File: src/rtl/fetch_unit.sv
// rtl/fetch_unit.sv - instruction fetch initiator with prefetch queue and redirect
//
// Purpose: holds the fetch PC and issues one 4-byte ROM read per cycle while
// the prefetch queue has room. Words come back one cycle after the request and
// are queued with their address. The decoder takes them over a valid/ready
// handshake. A redirect flushes everything and restarts fetch at a new PC. A PC
// outside [ROM_BASE, ROM_LAST] stops fetch, and fault is raised once the older
// words have drained.
//
// Ports:
//   clk_i           clock, all state on posedge
//   rst_ni          asynchronous active-low reset
//   rom_a_o         ROM read address (registered)
//   rom_re_o        ROM read enable (registered)
//   rom_q0_i..q3_i  ROM read bytes addr+0..addr+3, valid the cycle after a request
//   ins_valid_o     ins_data_o/ins_pc_o hold a fetched word
//   ins_ready_i     decoder accepts the head word this cycle
//   ins_data_o      fetched word {q3,q2,q1,q0}
//   ins_pc_o        address of ins_data_o
//   redirect_i      discard all fetched and in-flight words
//   redirect_pc_i   new fetch PC, used when redirect_i=1
//   fault_o         sticky out-of-window indication
module fetch_unit #(
  parameter logic [15:0] RESET_PC = 16'h8000,
  parameter logic [15:0] ROM_BASE = 16'h8000,
  parameter logic [15:0] ROM_LAST = 16'hFFFC,
  parameter int unsigned DEPTH    = 4
) (
  input  logic        clk_i,
  input  logic        rst_ni,
  output logic [15:0] rom_a_o,
  output logic        rom_re_o,
  input  logic [7:0]  rom_q0_i,
  input  logic [7:0]  rom_q1_i,
  input  logic [7:0]  rom_q2_i,
  input  logic [7:0]  rom_q3_i,
  output logic        ins_valid_o,
  input  logic        ins_ready_i,
  output logic [31:0] ins_data_o,
  output logic [15:0] ins_pc_o,
  input  logic        redirect_i,
  input  logic [15:0] redirect_pc_i,
  output logic        fault_o
);

  localparam int unsigned PTR_W = (DEPTH > 1) ? $clog2(DEPTH) : 1;
  localparam int unsigned CNT_W = PTR_W + 1;
  localparam logic [CNT_W:0] DEPTH_C = (CNT_W + 1)'(DEPTH);

  localparam logic [1:0] S_RUN   = 2'd0;
  localparam logic [1:0] S_STALL = 2'd1;
  localparam logic [1:0] S_FAULT = 2'd2;

  logic [15:0]      pc_q, pc_d;
  logic [1:0]       state_q, state_d;
  logic             rom_re_q, rom_re_d;
  logic [15:0]      rom_a_q, rom_a_d;
  logic             resp_pend_q, resp_pend_d;   // ROM data for the last request is on rom_q now
  logic [15:0]      resp_pc_q, resp_pc_d;
  logic             fault_q, fault_d;
  logic [CNT_W-1:0] count_q, count_d;
  logic [PTR_W-1:0] rd_ptr_q, rd_ptr_d;
  logic [PTR_W-1:0] wr_ptr_q, wr_ptr_d;

  logic [31:0] q_data [DEPTH];
  logic [15:0] q_pc   [DEPTH];

  logic           in_window;
  logic [CNT_W:0] occupancy;
  logic           has_credit;
  logic           issue;
  logic           push;
  logic           pop;
  logic           drained;

  assign in_window = (pc_q >= ROM_BASE) && (pc_q <= ROM_LAST);

  // Every request already made will land in the queue, so it reserves a slot.
  // A word being popped this cycle still counts: its slot frees up next cycle.
  assign occupancy  = {1'b0, count_q} + {{CNT_W{1'b0}}, rom_re_q} + {{CNT_W{1'b0}}, resp_pend_q};
  assign has_credit = occupancy < DEPTH_C;
  assign issue      = !redirect_i && in_window && has_credit;

  assign ins_valid_o = (count_q != '0);
  assign push        = resp_pend_q && !redirect_i;
  assign pop         = ins_valid_o && ins_ready_i && !redirect_i;
  assign drained     = (count_q == '0) && !rom_re_q && !resp_pend_q;

  assign ins_data_o = ins_valid_o ? q_data[rd_ptr_q] : 32'h0;
  assign ins_pc_o   = ins_valid_o ? q_pc[rd_ptr_q] : 16'h0;
  assign rom_a_o    = rom_a_q;
  assign rom_re_o   = rom_re_q;
  assign fault_o    = fault_q;

  always_comb begin
    pc_d        = pc_q;
    state_d     = state_q;
    rom_re_d    = 1'b0;
    rom_a_d     = rom_a_q;
    resp_pend_d = 1'b0;
    resp_pc_d   = resp_pc_q;
    fault_d     = fault_q;
    count_d     = count_q;
    rd_ptr_d    = rd_ptr_q;
    wr_ptr_d    = wr_ptr_q;

    if (redirect_i) begin
      // Clearing resp_pend kills the response to a request still on the ROM port.
      pc_d     = redirect_pc_i;
      state_d  = S_RUN;
      fault_d  = 1'b0;
      count_d  = '0;
      rd_ptr_d = '0;
      wr_ptr_d = '0;
    end else begin
      resp_pend_d = rom_re_q;
      resp_pc_d   = rom_a_q;

      if (issue) begin
        rom_re_d = 1'b1;
        rom_a_d  = pc_q;
        pc_d     = pc_q + 16'd4;
      end

      if (!in_window) begin
        state_d = S_FAULT;
      end else if (has_credit) begin
        state_d = S_RUN;
      end else begin
        state_d = S_STALL;
      end

      // Older words are still handed out before the fault becomes visible.
      if (state_q == S_FAULT && drained) begin
        fault_d = 1'b1;
      end

      if (push) begin
        wr_ptr_d = wr_ptr_q + PTR_W'(1);
      end
      if (pop) begin
        rd_ptr_d = rd_ptr_q + PTR_W'(1);
      end
      case ({push, pop})
        2'b10:   count_d = count_q + CNT_W'(1);
        2'b01:   count_d = count_q - CNT_W'(1);
        default: count_d = count_q;
      endcase
    end
  end

  always_ff @(posedge clk_i or negedge rst_ni) begin
    if (!rst_ni) begin
      pc_q        <= RESET_PC;
      state_q     <= S_RUN;
      rom_re_q    <= 1'b0;
      rom_a_q     <= 16'h0;
      resp_pend_q <= 1'b0;
      resp_pc_q   <= 16'h0;
      fault_q     <= 1'b0;
      count_q     <= '0;
      rd_ptr_q    <= '0;
      wr_ptr_q    <= '0;
    end else begin
      pc_q        <= pc_d;
      state_q     <= state_d;
      rom_re_q    <= rom_re_d;
      rom_a_q     <= rom_a_d;
      resp_pend_q <= resp_pend_d;
      resp_pc_q   <= resp_pc_d;
      fault_q     <= fault_d;
      count_q     <= count_d;
      rd_ptr_q    <= rd_ptr_d;
      wr_ptr_q    <= wr_ptr_d;
    end
  end

  // Queue storage needs no reset: entries are only visible while counted.
  always_ff @(posedge clk_i) begin
    if (push) begin
      q_data[wr_ptr_q] <= {rom_q3_i, rom_q2_i, rom_q1_i, rom_q0_i};
      q_pc[wr_ptr_q]   <= resp_pc_q;
    end
  end

endmodule
File: config.mk
export PLATFORM = sky130hd
export DESIGN_NAME = fetch_unit
export DESIGN_NICKNAME = d
export VERILOG_FILES = /design/src/rtl/fetch_unit.sv
export SDC_FILE = /design/constraint.sdc
export NUM_CORES = 1
export LEC_CHECK = 0
export BUFFER_PORTS_ARGS = -buffer_cell sky130_fd_sc_hd__buf_4
export CAP_MARGIN = 0
export CORE_ASPECT_RATIO = 1.2
export CORE_MARGIN = 2
export CORE_UTILIZATION = 50
export DETAILED_ROUTE_END_ITERATION = 10
export GPL_ROUTABILITY_DRIVEN = 1
export GPL_TIMING_DRIVEN = 0
export PLACE_DENSITY_LB_ADDON = 0.15
export SYNTH_ARGS = -nofsm -noshare
export SYNTH_HDL_FRONTEND = slang
export SYNTH_SLANG_ARGS = --single-unit
File: constraint.sdc
create_clock -name clk_i -period 3.05 [get_ports clk_i]
set_input_delay 0.305 -clock clk_i [delete_from_list [all_inputs] [get_ports clk_i]]
set_output_delay 0.305 -clock clk_i [all_outputs]
set_load 0.02 [all_outputs]
# Yosys cells after proc, flatten, opt, wreduce, memory -nomap -nowiden

Memory sizes are Yosys's and may differ from the RTL's.
Cells that the tools add are included.

Memories: 2
Bits in writable memories: 192
Logic and storage cells: 66
Register bits: 60

Memories:

| name   | depth | bits a word | rd ports | clocked after Yosys merged registers in | wr ports | line | RTL |
|---|---|---|---|---|---|---|---|
| q_data | 4     | 32          | 1        | 0                                       | 1        | 65   | `logic [31:0] q_data [DEPTH];` |
| q_pc   | 4     | 16          | 1        | 0                                       | 1        | 66   | `logic [15:0] q_pc [DEPTH];` |

Bitwise logic cells: 1
Muxes and demuxes: 20
Add/subtract/negate cells: 7
Order comparisons: 3
Reductions and logical operators: 20
Equal/unequal tests: 3

Operator list:

| kind                                                                         | number |
|---|---|
| 16-bit 2-to-1 mux                                                            | 3 |
| 32-bit 2-to-1 mux                                                            | 1 |
| 16-bit by 3-bit adder with 16-bit output, second input constant              | 1 |
| 16-bit greater-or-equal comparator, second input constant                    | 1 |
| 16-bit less-or-equal comparator, second input constant                       | 1 |
| 2-bit 2-to-1 mux                                                             | 6 |
| 1-bit logical AND                                                            | 9 |
| 1-bit 2-to-1 mux                                                             | 8 |
| 2-bit nonzero test                                                           | 4 |
| 3-bit case mux with 2 select lines                                           | 1 |
| 3-bit nonzero test                                                           | 2 |
| 2-bit by 1-bit adder with 2-bit output, second input constant                | 2 |
| 3-bit by 1-bit adder with 4-bit output                                       | 1 |
| 4-bit by 1-bit adder with 4-bit output                                       | 1 |
| 2-bit == test, second input constant                                         | 2 |
| 4-bit by 3-bit less-than comparator with 1-bit output, second input constant | 1 |
| 3-bit by 1-bit adder with 3-bit output, second input constant                | 1 |
| 1-bit zero test                                                              | 3 |
| 3-bit zero test                                                              | 1 |
| 3-bit 2-to-1 mux                                                             | 1 |
| 3-bit by 1-bit subtractor with 3-bit output, second input constant           | 1 |
| 2-bit by 1-bit == test with 1-bit output, second input constant              | 1 |
| 2-bit AND reduction                                                          | 1 |
| 1-bit NOT                                                                    | 1 |

# Longest topological paths before layout

Gate-level depths: netlist (run 1).

Word-level depth: 6
Depth in mapped cells: 8
Depth with buffers taken out: 7

# Worst setup path after synthesis (run 1)

No wires, ideal clock.

Kind: register to register
Start: reg resp_pend_q
End: mem q_data[0][0], enable pin
Path buffers: 1
Arrival time: 1.996 ns
Setup slack: 0.644 ns
Library setup time: 0.411 ns
Cell stages (with the launch flop): 4
Path through: dfrtp_1 -> clkbuf_1 -> nor2b_1 -> and2_1

Word-level cells in the longest chain between the ends: 3

RTL lines:

| what                                   | line | RTL |
|---|---|---|
| start, declared                        | 58   | `logic resp_pend_q, resp_pend_d;` |
| start signal, assigned                 | 169  | `resp_pend_q <= resp_pend_d;` |
| 1-bit logical AND                      | 85   | `assign push = resp_pend_q && !redirect_i;` |
| 1-bit 2-to-1 mux                       | 180  | `if (push) begin` |
| 1-bit 2-to-1 mux (implied by the code) | 181  | `q_data[wr_ptr_q] <= {rom_q3_i, rom_q2_i, rom_q1_i, rom_q0_i};` |
| end, declared                          | 65   |  |

Every way passes these cells.

# Final worst setup path (run 1)

Start: reg rd_ptr_q[1]
End: out ins_pc_o[13]

Word-level cells in the longest chain between the ends: 2

RTL lines:

| what                   | line | RTL |
|---|---|---|
| start, declared        | 62   | `logic [PTR_W-1:0] rd_ptr_q, rd_ptr_d;` |
| start signal, assigned | 173  | `rd_ptr_q <= rd_ptr_d;` |
| memory 4 x 16 bit      | --   |  |
| 16-bit 2-to-1 mux      | 90   | `assign ins_pc_o = ins_valid_o ? q_pc[rd_ptr_q] : 16'h0;` |
| end, declared          | 40   | `output logic [15:0] ins_pc_o,` |

Every way passes these cells.

==> summary.md, run 1 <==
| Metric | Value |
|---|---|
| Post-layout util | `0.627` |
| EDFF count, synth | `192` |
| Die Ht | `160 um` |
| Filler Cells Inserted | `1467` |
| Drt pass-1 iters | `4` |
| Num rows | `57` |
| Vias in the first global route | `5888` |
| Slowest cell delay on critical path | `0.75 ns` |
| Number of DRC markers in iteration 0 | `295` |
| Fin. max-slew vios | `0` |
| Design area | `12600 sq um` |
| Final hold violations | `0` |
| Crit-path cells | `buf_1 > mux4_2 > and2_1 > buf_4` |
| Placement-stage worst setup slack | `0.351 ns` |
| Worst-path clk slew | `0.06 ns` |
| Die area | `21500 sq um` |
| Period utilization | `0.959` |
| WP buf/inv | `2` |
| Post-CTS Resized | `0` |
| Startpoint Class | `flop` |
| CTS Buf Count | `24` |
| Area of the mapped netlist | `10200 sq um` |
| Outcome | `completed` |
| H-tree Lvls | `1` |
| Ports | `119` |
| Later-pin clock latency in the skew report | `0.51 ns` |
| Syn avg cell area | `18.4 sq um` |
| Starting Density | `0.507` |
| Max_cap viols | `0` |
| CTS tree | `yes` |
| Critical Path Sink Type | `primary output` |
| Hpwl dp | `13100 um` |
| Synth warn | `0` |
| Worst-path maximum fanout | `13` |
| Tightest Pin Transition | `0.789 ns` |
| Wire per inst | `19.5 um` |
| Detailed-route DRC error count | `0` |
| Quantity of I/O buffers inserted on ports | `118` |
| Largest net degree at the start of global routing | `61` |
| CTS Buffer Depth | `3` |
| Primary FF master, synth | `edfxtp_1` |
| Number of setup buffers added after CTS | `0` |
| Power density over the cells | `841 nW/um^2` |
| Worst path slowest cell | `dfrtp_1` |
| Die span in x | `134 um` |
| Setup violators final | `0` |
| Dominant cells by area after synthesis | `edfxtp_1 (57%), dfrtp_1 (14%), mux4_2 (11%)` |
| Top delay family on crit path | `buffers and inverters` |
| Setup Crit Path Kind | `flop to primary output` |
| Setup Skew | `0.0107 ns` |
| Post-Route WL | `19800 um` |
| Gr ovfl total | `0` |
| RSZ-0062 raised after global routing | `no` |
| CTS Sinks | `252` |
| Share of cells above drive strength 1 | `0.352` |
| Crit path DAT | `2.62 ns` |
| Syn Nets | `615` |
| First-pass GRT wire length | `31700 um` |
| Hold Path Class | `input port to flop` |
| Sequential area share after synthesis | `0.713` |
| Routability cong. | `0.935` |
| Via density | `5.53` |
| Via Count | `5627` |
| Yosys top cell area share | `0.566` |
| DRT antenna net count | `0` |
| Yosys reg bits | `252` |
| CTS root buffer | `clkbuf_16` |
| Final net count | `796` |
| Final Critical Period | `2.93 ns` |
| Peak VDD IR | `490 uV` |
| Core area | `20100 sq um` |
| Slew Limit Headroom | `0.471` |
| Yosys top cell by area | `edfxtp_1` |
| Final WS setup | `0.124 ns` |
| Post-Place Cell Area | `11500 sq um` |
| Number of antenna violations at the first check in global routing | `0` |
| Area grow syn2layout | `23.7%` |
| Cells after Synth | `555` |
| ANT cells | `0` |
| Asr flop ratio synth | `0.238` |
| Required time of the critical path | `2.74 ns` |
| Total GRT Usage | `0.189` |
| Setup slack, reg-to-reg | `0.57 ns` |
| Static Leak | `4.59 nW` |
| Netlist cell types | `54` |
| Max Fclk | `0.342 GHz` |
## cell type report
type                    count  area, sq um  area share
inverters                   7         26.3     0.00208
flip-flops and latches    252         7270       0.577
well taps                 265          332      0.0263
repair buffers            156         1310       0.104
clock buffers              31          668      0.0530
plain buffers              29          138      0.0109
multi-input cells         266         2760       0.219
clock inverters            11          105     0.00834
## registers in the layout, indices dropped and copies added (netlist names)
| register | flops |
|---|---|
| resp_pc_q | 16 |
| rom_a_o | 16 |
| rd_ptr_q | 2 |
| fault_o | 1 |
| pc_q | 16 |
| q_pc | 64 |
| rom_re_o | 1 |
| resp_pend_q | 1 |
| state_q | 2 |
| q_data | 128 |
| count_q | 3 |
| wr_ptr_q | 2 |
## synth_stat cells (all sizes together), types with 2 or more instances
cell type and number:
a211o 2, a21boi 2, a21o 2, a21oi 4, and2 53, buf 17, clkbuf 13, dfrtp 59
edfxtp 192, ha 7, inv 7, mux2 33, mux2i 3, mux4 48, nand2 16, nand2b 4
nand3 9, nand4 10, nor2 9, nor2b 6, nor3 5, nor4 5, nor4b 2, o211ai 12
o21ai 4, o311ai 2, o31a 2, or2 3, or2b 2, or4 4, xnor2 2, xor2 3
## layout by cell type, fill, tap and decap left out, drive strengths merged, types with 3 or more instances in the layout
cell / count
edfxtp: 192
buf: 138
dfrtp: 59
and2: 53
mux4: 48
clkbuf: 44
dlygate4sd3: 34
mux2: 33
nand2: 16
o211ai: 12
nand4: 10
nand3: 9
nor2: 9
inv: 7
ha: 7
clkinv: 7
nor2b: 6
nor3: 5
nor4: 5
nand2b: 4
a21oi: 4
o21ai: 4
or4: 4
xor2: 3
mux2i: 3
or2: 3
## repair_timing
item | CTS | global route
hold buffers | 34 | 0
setup endpoints to repair | 10 | 0
endpoints found under the hold margin | 188 | 0
## power by group
group	leakage, nW	switching (mW)	internal (mW)
Clock	0.374	1.18	1.71
Sequential	2.46	0.347	4.12
Combinational	1.76	1.71	1.53
Total	4.59	3.24	7.36
## worst reg2reg max path, delay by kind of cell, from the launching register on
family	cells	cell delay, ns
fa+ha+maj	1	0.30
compound gates	4	1.18
buf+inv	1	0.46
flops	1	0.45
## layer usage
metal / vias to the layer above / global-route usage / wire length (um)
li1: 2533 / - / -
met1: 2851 / 0.242 / 7930
met2: 209 / 0.334 / 10300
met3: 34 / 0.0306 / 1180
met4: 0 / 0.0531 / 387
met5: - / 0 / 0
## logic make-up (layout without fill, tap and decap cells)
kind of cell,Yosys count,in the layout,synth area share
flops,252,252,0.713
xor+xnor,5,5,0.00430
fa+ha+maj,8,8,0.0106
compound gates,37,37,0.0281
buf+inv,37,234,0.0165
mux,84,84,0.150
simple gates,132,132,0.0778
## stage by stage
step	setup TNS [ns]	hold WS (ns)	cells	total power, mW
floorplan	0	0.00941	555	6.41
global placement	-77.35	0.425	938	7.73
detailed placement	0	0.434	942	7.81
CTS	0	0.000166	1017	10.7
global route	0	0.0148	1017	11.1
finish	0	0.0188	1017	10.6
## final timing paths
check                                   from  cells past startpoint            to
setup / recovery                 rd_ptr_q[1]                      4  ins_pc_o[13]
hold / removal             redirect_pc_i[14]                      3      pc_q[14]
setup reg to reg                  count_q[0]                      6       pc_q[5]
hold reg to reg                  rom_a_o[15]                      1   rom_a_o[15]
max in group asynchronous             rst_ni                      2  resp_pc_q[8]
min in group asynchronous             rst_ni                      2       pc_q[1]
Note: power is estimated with default switching activity, not from simulation.
==> inputs of run 2 (changes only) <==
--- a/config.mk
+++ b/config.mk
@@ -7,9 +7,11 @@
 export LEC_CHECK = 0
 export BUFFER_PORTS_ARGS = -buffer_cell sky130_fd_sc_hd__buf_4
 export CAP_MARGIN = 0
+export CELL_PAD_IN_SITES_DETAIL_PLACEMENT = 1
+export CELL_PAD_IN_SITES_GLOBAL_PLACEMENT = 2
 export CORE_ASPECT_RATIO = 1.2
 export CORE_MARGIN = 2
-export CORE_UTILIZATION = 50
+export CORE_UTILIZATION = 43
 export DETAILED_ROUTE_END_ITERATION = 10
 export GPL_ROUTABILITY_DRIVEN = 1
 export GPL_TIMING_DRIVEN = 0
==> run 2 against run 1 <==
Design area increased by 0.95%. Largest power group unchanged. First-iteration DRC count up 28%. Non-clock buffer count up 5. Critical path depth is 1 higher. Critical path type unchanged. Routed wire length grew 12%. Global-route usage fell by 0.65 points. Final cell count increased by 5.7%. Setup slack improved by 0.074 ns. Register-to-register slack worse by 0.14 ns. Highest routed layer unchanged. Count of clock-buffer cells in the layout up 10.
==> summary.md, run 2 (synthesis results as in run 1) <==
| Metric | Value |
|---|---|
| CTS Sinks | `252 (unchanged)` |
| Gr ovfl total | `0 (unchanged)` |
| Filler Cells Inserted | `2201 (+50%)` |
| Reg with most FFs | `q_data` |
| Quantity of I/O buffers inserted on ports | `118 (unchanged)` |
| Outcome | `completed` |
| CTS Buf Count | `25 (+4.2%)` |
| Routability cong. | `0.830 (-11%)` |
| Final hold violations | `0 (unchanged)` |
| Final net count | `802 (+0.75%)` |
| Worst-path maximum fanout | `10 (-3)` |
| Max reg flops | `128 (unchanged)` |
| Number of DRC markers in iteration 0 | `377 (+28%)` |
| Core area | `23200 sq um (+15%)` |
| Via density | `5.21 (-5.7%)` |
| Max_cap viols | `0 (unchanged)` |
| Final Critical Period | `2.85 ns (-0.0742 ns)` |
| Crit path DAT | `2.55 ns (-0.07 ns)` |
| Vias in the first global route | `6230 (+5.8%)` |
| Total GRT Usage | `0.182 (-0.00649)` |
| Hpwl dp | `14600 um (+11%)` |
| RSZ-0062 raised after global routing | `no` |
| Max Fclk | `0.351 GHz (+2.6%)` |
| DRT antenna net count | `0 (unchanged)` |
| Num rows | `61 (+7.0%)` |
| Hold_ws | `0.0257 ns (+0.00692 ns)` |
| H-tree Lvls | `1 (unchanged)` |
| Area grow syn2layout | `24.9%` |
| Static Leak | `4.62 nW (+0.56%)` |
| Setup Crit Path Kind | `flop to primary output` |
| Post-Route WL | `22100 um (+12%)` |
| Ports | `119 (unchanged)` |
| Setup Skew | `0.0245 ns (+0.0139 ns)` |
| Hold Path Class | `input port to flop` |
| Largest registers | `q_data x128, q_pc x64` |
| ANT cells | `0 (unchanged)` |
| Tightest Pin Transition | `0.920 ns (+0.131 ns)` |
| Setup_tns | `0 ns (unchanged)` |
| CTS Buffer Depth | `3 (unchanged)` |
| Number of antenna violations at the first check in global routing | `0 (unchanged)` |
| Required time of the critical path | `2.74 ns (about the same)` |
| Peak VDD IR | `369 uV (-25%)` |
| Busiest metal layer after global routing | `met2` |
| Startpoint Class | `flop` |
| Slew Limit Headroom | `0.383 (-0.0881)` |
| Met1 usage | `0.233 (-0.00869)` |
| Die area | `25000 sq um (+16%)` |
| Post-layout util | `0.548 (-0.0783)` |
| CTS tree | `yes` |
| Drt pass-1 iters | `5 (+1)` |
| CTS root buffer | `clkbuf_16` |
| Power density over the cells | `844 nW/um^2 (+0.39%)` |
| Die Ht | `173 um (+7.6%)` |
| Most common cell after layout, fill and taps aside | `edfxtp_1` |
| Later-pin clock latency in the skew report | `0.53 ns (+0.02 ns)` |
| Worst-path clk slew | `0.06 ns (about the same)` |
| GR Util met3 | `0.0296 (-0.000987)` |
| Critical Path Sink Type | `primary output` |
| Commonest non-fill, non-tap cells in the layout | `edfxtp_1 (192), buf_4 (119), dfrtp_1 (59), and2_1 (49), mux4_2 (48)` |
| Setup violators final | `0 (unchanged)` |
| Detailed-route DRC error count | `0 (unchanged)` |
| Largest net degree at the start of global routing | `61 (unchanged)` |
| Period utilization | `0.935 (-0.0243)` |
| Via Count | `5606 (-0.37%)` |
| Grt met2 use | `0.322 (-0.0114)` |
| Share of cells above drive strength 1 | `0.347 (-0.00503)` |
| Starting Density | `0.439 (-0.0675)` |
| Wire per inst | `20.6 um (+5.8%)` |
| First-pass GRT wire length | `35000 um (+10%)` |
| Power consumption | `10.7 mW (+1.3%)` |
| Fin. max-slew vios | `0 (unchanged)` |
| Die span in x | `145 um (+7.6%)` |
## run 2: cell count changes in the layout (fill, tap and decap cells not counted), sizes merged
cell         delta
clkinv          -5
clkbuf         +10
clkinvlp        -1
dlygate4sd3     +4
buf             +1
bufinv          -1
## run 2: power breakdown
group	internal [mW]	switching, mW	total, mW
clock network	1.73	1.22	2.95
logic	1.54	1.77	3.31
registers	4.12	0.357	4.48
## run 2: path summary, 6_finish.rpt
kind / depth (start not counted) / endpoint / slack [ns] / start
max: 5 / ins_data_o[28] / 0.20 / rd_ptr_q[1]
min: 2 / pc_q[0] / 0.03 / redirect_pc_i[0]
max reg2reg: 6 / pc_q[13] / 0.43 / count_q[0]
min reg2reg: 2 / fault_o / 0.51 / fault_o
max in group asynchronous: 2 / pc_q[13] / 2.11 / rst_ni
min in group asynchronous: 2 / pc_q[1] / 0.39 / rst_ni
## run 2: cell type report
type	count	area (sq um)	share of cell area
Inverter	7	26.3	0.00207
Sequential cell	252	7270	0.571
Clock inverter	4	47.5	0.00374
Buffer	30	143	0.0112
Multi-Input combinational cell	266	2760	0.217
Tap cell	315	394	0.0310
Timing Repair Buffer	160	1350	0.106
Clock buffer	41	738	0.0580
## run 2: metal layers
layer / routed length [um] / up-vias / share of wire
met2: 11600 / 130 / 0.52
met3: 992 / 28 / 0.045
met4: 407 / 0 / 0.018
li1: - / 2539 / -
met1: 9140 / 2909 / 0.41
met5: 0 / - / 0
## run 2: through the flow
step / cells / setup slack (ns) / cell area [sq um]
5_1_grt: 1075 / 0.0301 / 12700
3_3_place_gp: 988 / -0.490 / 11500
6_report: 1075 / 0.199 / 12700
4_1_cts: 1075 / 0.114 / 12700
3_5_place_dp: 992 / 0.231 / 11600
2_1_floorplan: 555 / 0.644 / 10200
## run 2: critical path, cell delays in order (launching register included)
cell and delay [ns]:
dfrtp_1 0.41, buf_2 0.34, buf_1 0.54, mux4_2 0.40, and2_1 0.19, buf_4 0.16
## run 2: what timing repair did
item / 4_1_cts / 5_1_grt
setup endpoints to repair: 10 / 0
hold endpoints to repair: 192 / 0
resized for setup: 1 / 0
buffers inserted: 0 / 0
hold buffers: 38 / 0
